File: config.mk
export PLATFORM = sky130hd
export DESIGN_NAME = dispense_sequencer
export DESIGN_NICKNAME = d
export VERILOG_FILES = /design/src/rtl/dispense_pkg.sv /design/src/rtl/dispense_sequencer_sync2.sv /design/src/rtl/dispense_sequencer.sv
export SDC_FILE = /design/constraint.sdc
export NUM_CORES = 1
export LEC_CHECK = 0
export CAP_MARGIN = 40
export CELL_PAD_IN_SITES_DETAIL_PLACEMENT = 0
export CELL_PAD_IN_SITES_GLOBAL_PLACEMENT = 1
export CORE_UTILIZATION = 46
export DETAILED_ROUTE_END_ITERATION = 10
export HOLD_SLACK_MARGIN = 0.02
export PLACE_DENSITY = 0.8
export SYNTH_ARGS = -nofsm -noshare
export SYNTH_HDL_FRONTEND = slang
export SYNTH_SLANG_ARGS = --single-unit
File: constraint.sdc
create_clock -name clk -period 3.3 [get_ports clk]
set_clock_uncertainty 0.1 [all_clocks]
set_input_delay 0.495 -clock clk [delete_from_list [all_inputs] [get_ports clk]]
set_output_delay 0.495 -clock clk [all_outputs]
set_load 0.05 [all_outputs]
File: src/rtl/dispense_pkg.sv
// Shared types and constants for the candy dispense sequencer.
// States, amount codes and DC motor direction encodings.
package dispense_pkg;

  typedef enum logic [1:0] {
    IDLE = 2'd0,
    STEP = 2'd1,
    RUN  = 2'd2,
    DONE = 2'd3
  } state_t;

  localparam logic [1:0] AMT_SMALL   = 2'b00;
  localparam logic [1:0] AMT_MED     = 2'b01;
  localparam logic [1:0] AMT_LARGE   = 2'b10;
  localparam logic [1:0] AMT_INVALID = 2'b11;

  localparam logic [1:0] DC_FWD  = 2'b01;
  localparam logic [1:0] DC_STOP = 2'b10;

endpackage

File: src/rtl/dispense_sequencer_sync2.sv
// Generic two-flop synchroniser for asynchronous Pi GPIO inputs.
// Both stages reset to zero.
module sync2 #(
  parameter int W = 1
) (
  input  logic         clk,
  input  logic         rst,
  input  logic [W-1:0] d,
  output logic [W-1:0] q
);

  logic [W-1:0] s1_q;
  logic [W-1:0] s2_q;

  // two-stage metastability filter
  always_ff @(posedge clk or posedge rst) begin
    if (rst) begin
      s1_q <= '0;
      s2_q <= '0;
    end else begin
      s1_q <= d;
      s2_q <= s1_q;
    end
  end

  assign q = s2_q;

endmodule

File: src/rtl/dispense_sequencer.sv
// Counted stepper + DC chute sequencing for one candy dispense.
// Optional DISPENSE_STATS_EN adds a saturating completion counter.
module dispense_sequencer
  import dispense_pkg::*;
#(
  parameter int SMALL_STEPS = 200,
  parameter int MED_STEPS   = 400,
  parameter int LARGE_STEPS = 800,
  parameter int CNT_W       = 12,
  parameter int RUN_TICKS   = 100
) (
  input  logic        clk,
  input  logic        rst,
  input  logic        step_tick,
  input  logic        dc_pwm_in,
  input  logic        candyflag,
  input  logic [1:0]  amount,
  output logic        stepper_step,
  output logic        stepper_dir,
  output logic [2:0]  dcmotor,
  output logic        handshake,
  output logic        busy,
`ifdef DISPENSE_STATS_EN
  output logic [15:0] dispense_count,
`endif
  output logic        err
);

  logic       cf_s;
  logic [1:0] amt_s;
  logic       req_rise;

  state_t     state_q, state_d;
  logic [CNT_W-1:0] target_q, target_d;
  logic [CNT_W-1:0] step_cnt_q, step_cnt_d;
  logic [CNT_W-1:0] run_cnt_q, run_cnt_d;
  logic       step_q, step_d;
  logic       err_q, err_d;
  logic       hs_q, hs_d;
  logic       busy_q, busy_d;
  logic       cf_prev_q;

  sync2 #(.W(1)) u_sync_cf (
    .clk (clk),
    .rst (rst),
    .d   (candyflag),
    .q   (cf_s)
  );

  sync2 #(.W(2)) u_sync_amt (
    .clk (clk),
    .rst (rst),
    .d   (amount),
    .q   (amt_s)
  );

  assign req_rise = cf_s & ~cf_prev_q;

  function automatic logic [CNT_W-1:0] amt_target(input logic [1:0] a);
    logic [CNT_W-1:0] t;
    t = CNT_W'(SMALL_STEPS);
    case (a)
      AMT_MED:   t = CNT_W'(MED_STEPS);
      AMT_LARGE: t = CNT_W'(LARGE_STEPS);
      default:   t = CNT_W'(SMALL_STEPS);
    endcase
    return t;
  endfunction

  // state, counter and output flops
  always_ff @(posedge clk or posedge rst) begin
    if (rst) begin
      state_q    <= IDLE;
      target_q   <= '0;
      step_cnt_q <= '0;
      run_cnt_q  <= '0;
      step_q     <= 1'b0;
      err_q      <= 1'b0;
      hs_q       <= 1'b0;
      busy_q     <= 1'b0;
      cf_prev_q  <= 1'b0;
    end else begin
      state_q    <= state_d;
      target_q   <= target_d;
      step_cnt_q <= step_cnt_d;
      run_cnt_q  <= run_cnt_d;
      step_q     <= step_d;
      err_q      <= err_d;
      hs_q       <= hs_d;
      busy_q     <= busy_d;
      cf_prev_q  <= cf_s;
    end
  end

  // next-state and registered-output logic
  always_comb begin
    state_d    = state_q;
    target_d   = target_q;
    step_cnt_d = step_cnt_q;
    run_cnt_d  = run_cnt_q;
    step_d     = step_q;
    err_d      = err_q;
    unique case (state_q)
      IDLE: begin
        step_d = 1'b0;
        if (!cf_s) err_d = 1'b0;
        if (req_rise) begin
          if (amt_s == AMT_INVALID) begin
            err_d = 1'b1;
          end else begin
            target_d   = amt_target(amt_s);
            step_cnt_d = '0;
            run_cnt_d  = '0;
            state_d    = STEP;
          end
        end
      end
      STEP: begin
        if (!cf_s) begin
          state_d = IDLE;
          step_d  = 1'b0;
        end else if (step_tick) begin
          step_d = ~step_q;
          if (step_q) begin
            step_cnt_d = step_cnt_q + CNT_W'(1);
            if (step_cnt_q + CNT_W'(1) == target_q) begin
              state_d   = RUN;
              run_cnt_d = '0;
            end
          end
        end
      end
      RUN: begin
        step_d = 1'b0;
        if (!cf_s) begin
          state_d = IDLE;
        end else if (step_tick) begin
          if (run_cnt_q == CNT_W'(RUN_TICKS - 1)) begin
            state_d = DONE;
          end else begin
            run_cnt_d = run_cnt_q + CNT_W'(1);
          end
        end
      end
      DONE: begin
        step_d = 1'b0;
        if (!cf_s) state_d = IDLE;
      end
      default: begin
        state_d = IDLE;
        step_d  = 1'b0;
      end
    endcase
    busy_d = (state_d == STEP) || (state_d == RUN);
    hs_d   = (state_d == DONE);
  end

`ifdef DISPENSE_STATS_EN
  logic [15:0] cnt_q, cnt_d;

  // count completed dispenses, saturating
  always_comb begin
    cnt_d = cnt_q;
    if (state_q == RUN && state_d == DONE && cnt_q != 16'hFFFF)
      cnt_d = cnt_q + 16'd1;
  end

  // completion counter register
  always_ff @(posedge clk or posedge rst) begin
    if (rst) cnt_q <= '0;
    else     cnt_q <= cnt_d;
  end

  assign dispense_count = cnt_q;
`endif

  assign stepper_step = step_q;
  assign stepper_dir  = 1'b0;
  assign busy         = busy_q;
  assign handshake    = hs_q;
  assign err          = err_q;
  assign dcmotor      = busy_q ? {dc_pwm_in & busy_q, DC_FWD}
                               : {1'b0, DC_STOP};

endmodule

==> impl_metrics.ini, run 1 <==
[status]
status = complete, no violations

[layout]
syn_to_final_growth_pct = 9.117
antennaDiodeCount = 0
fin_nets = 312
fill_cells = 504
final_common_cell = dfrtp_1
mostFrequentLayoutCells = dfrtp_1 (42), o21ai_0 (30), nand2_1 (23)
drive_gt1_frac = 0.08361

[timing]
tightest_slew_ns = 0.5454
fin_crit_ns = 2.940
rsz0062_at_grt = no
setup_ws_ns = 0.3595
tns_ns = 0
slew_headroom = 0.6330
hold_viol = 0
slew_viol_final = 0
max_freq_mhz = 340.1
post-route-period-util = 0.8911
setup-violations-final = 0

[drt]
vias = 2198
drc_errors = 0
first_pass_iters = 4
routed_wl_mm = 5.772
drt-wirelength-per-cell_um = 15.56
drt_iter0_drc = 169
drtAntennaViolNets = 0
vias_per_cell = 5.925

[synthesis]
postSynth.asyncResetShare = 1.000
synth-edff-count = 0
synth_top_area_cell = dfrtp_1
synth_warnings = 0
synth_top_area_frac = 0.4010
yosysSeqAreaShare = 0.4010
synth_nets = 307
ys_seq_elements = 42
avgSynthCellArea_um2 = 8.946
synthCells = 293
mappedNetlistArea_um2 = 2621
yosysUniqueCellTypes = 55
synth_area_leaders = dfrtp_1 (40%), o21ai_0 (5.7%), a21oi_1 (4.2%), ha_1 (3.3%), nand2_1 (3.3%)
ys.flop_type = dfrtp_1

[grt]
grtUsageTotal = 0.2109
grt_start_max_net_pins = 21
grt_pass1_vias = 2014
antenna_found_initial = 0
grt_pass1_wl_mm = 9.949
grt-ovfl-total = 0

[pwr]
power_density_nw_per_um2 = 461.9
p_leak_nw = 1.179
ir_worst_vdd_mv = 0.3045

[worst_setup_path]
path_max_fanout = 9
cp-start-kind = register
crit_chain = ha_1 -> and2_1 -> and4_1 -> nor4_1 -> o2111ai_1 -> or3_4 -> o31a_1 -> ha_1
criticalPathCategory = reg2reg
critPathRequiredTime_ns = 3.39
crit_path_end_kind = register
crit_arrival_ns = 3.03
cp_common_cell = ha_1
max_stage_delay_ns = 0.45
cpMaxStageDelayCell = dfrtp_1

[floorplanning]
start_util = 0.4760
die_width_um = 77.49
core_um2 = 5507
rows = 27
die-area_um2 = 6004
io_pins = 15
die_h_um = 77.49

[clock_tree]
cts_buffers = 5
cts-htree-levels = 2
ctsResizeCount = 0
clockBufferDepth = 2
cts_root_buf = clkbuf_8
insertion_delay_ns = 0.30
clock-sinks = 42
cts_setup_buffers = 0
path_clk_slew_ns = 0.08
cts_tree = done
cts-hold-fix-buffers = 0

[placement]
gp_congestion = 0.9006
dp_hpwl_mm = 4.061
io_buffer_count = 13
post-place-ws_ns = 0.3956

[hold_path]
hold_class = reg2reg

[job]
maxCapViolations = 0
logic make-up (layout without fill, tap and decap cells):
logic type                 after synthesis  count (layout)  synth area share
and+or+nand+nor                        105             105            0.2172
AOI/OAI and AO/OA                       92              92            0.2287
DFF                                     42              42            0.4010
buffers and inverters                   34              40           0.07399
adders and majority gates                7               7           0.03341
xor gates and xnor gates                 6               6           0.02005
muxes                                    6               6           0.02434
other                                    1               1          0.001431
layer usage:
metal	part of all wire	GRT usage	up-vias
met4	0.016	0.08491	0
met3	0.049	0.04235	8
li1	-	-	1084
met1	0.50	0.3021	1047
met2	0.44	0.3097	59
met5	0	0	-
synth_stat cells, types with 2 or more instances:
master / instances
and2_1: 3
nand2_1: 23
mux2_2: 3
nand3b_1: 2
and3_1: 5
a211o_1: 2
buf_4: 4
nor4_1: 5
nor2b_1: 5
buf_6: 5
o41ai_1: 3
a32oi_1: 2
inv_1: 13
a22oi_1: 3
a31oi_1: 8
ha_1: 7
xnor2_1: 5
nand2b_1: 2
nand3_1: 12
a41oi_1: 2
or3_1: 2
a31o_2: 2
nor3b_1: 2
buf_2: 4
nor2_1: 22
nor3_1: 6
a21oi_1: 22
nand4_1: 4
o2111ai_1: 3
clkbuf_1: 7
dfrtp_1: 42
and4_1: 3
o21ai_0: 30
o31ai_1: 3
o2bb2ai_1: 3
mux2i_1: 3
o31a_1: 3
final cells by class:
| class | instances | area, µm² | area share |
|---|---|---|---|
| Multi-Input combinational cell | 217 | 1376 | 0.4812 |
| Sequential cell | 42 | 1051 | 0.3675 |
| Clock inverter | 2 | 16.27 | 0.005687 |
| Timing Repair Buffer | 19 | 195.2 | 0.06824 |
| Tap cell | 72 | 90.09 | 0.03150 |
| Clock buffer | 6 | 82.58 | 0.02887 |
| Inverter | 13 | 48.80 | 0.01706 |
stage by stage:
stage                     area (µm²)  utilization  instances  power, mW  hold WS [ns]
final                           2860       0.5194        371      1.321        0.2596
after global routing            2860       0.5194        371      1.404        0.2707
after CTS                       2860       0.5194        371      1.329        0.2667
after detailed placement        2761       0.5015        363     0.9581        0.2378
after global placement          2734       0.4965        362     0.9478        0.2377
after floorplan                 2621            -        293     0.8737        0.2312
power by group:
group / internal [mW] / switching, mW / total [mW]
sequential: 0.573 / 0.0860 / 0.659
combinational: 0.131 / 0.160 / 0.292
clock: 0.172 / 0.198 / 0.370
total: 0.877 / 0.444 / 1.32
state kept, by name (all words and copies together) (netlist names):
register         count
run_cnt_q           12
stepper_step         1
step_cnt_q          12
handshake            1
target_q             5
u_sync_amt.q         2
cf_prev_q            1
state_q              2
u_sync_cf.s1_q       1
u_sync_cf.q          1
err                  1
u_sync_amt.s1_q      2
busy                 1
critical path: cells and delay by family (launching register included):
kind                       cells  cell delay (ns)
AOI/OAI and AO/OA              2             0.44
adders and majority gates      2             0.54
DFF                            1             0.45
and+or+nand+nor                4             1.30
final timing paths:
path	slack [ns]	cells past startpoint	to	start
worst max-delay path	0.36	8	busy	step_cnt_q[0]
worst min-delay path	0.26	0	u_sync_cf.q	u_sync_cf.s1_q
worst max register to register	0.36	8	busy	step_cnt_q[0]
worst min register to register	0.26	0	u_sync_cf.q	u_sync_cf.s1_q
max in group asynchronous	2.27	3	step_cnt_q[3]	rst
min in group asynchronous	0.33	2	run_cnt_q[9]	rst
Power figures use the tool's default switching activity.
==> run 2: changes to the inputs <==
--- a/config.mk
+++ b/config.mk
@@ -9,6 +9,7 @@
 export CELL_PAD_IN_SITES_DETAIL_PLACEMENT = 0
 export CELL_PAD_IN_SITES_GLOBAL_PLACEMENT = 1
 export CORE_UTILIZATION = 46
+export CTS_CLUSTER_SIZE = 25
 export DETAILED_ROUTE_END_ITERATION = 10
 export HOLD_SLACK_MARGIN = 0.02
 export PLACE_DENSITY = 0.8
==> results of run 2 <==
The final DEF is identical to that of run 1; final timing and power are the same.
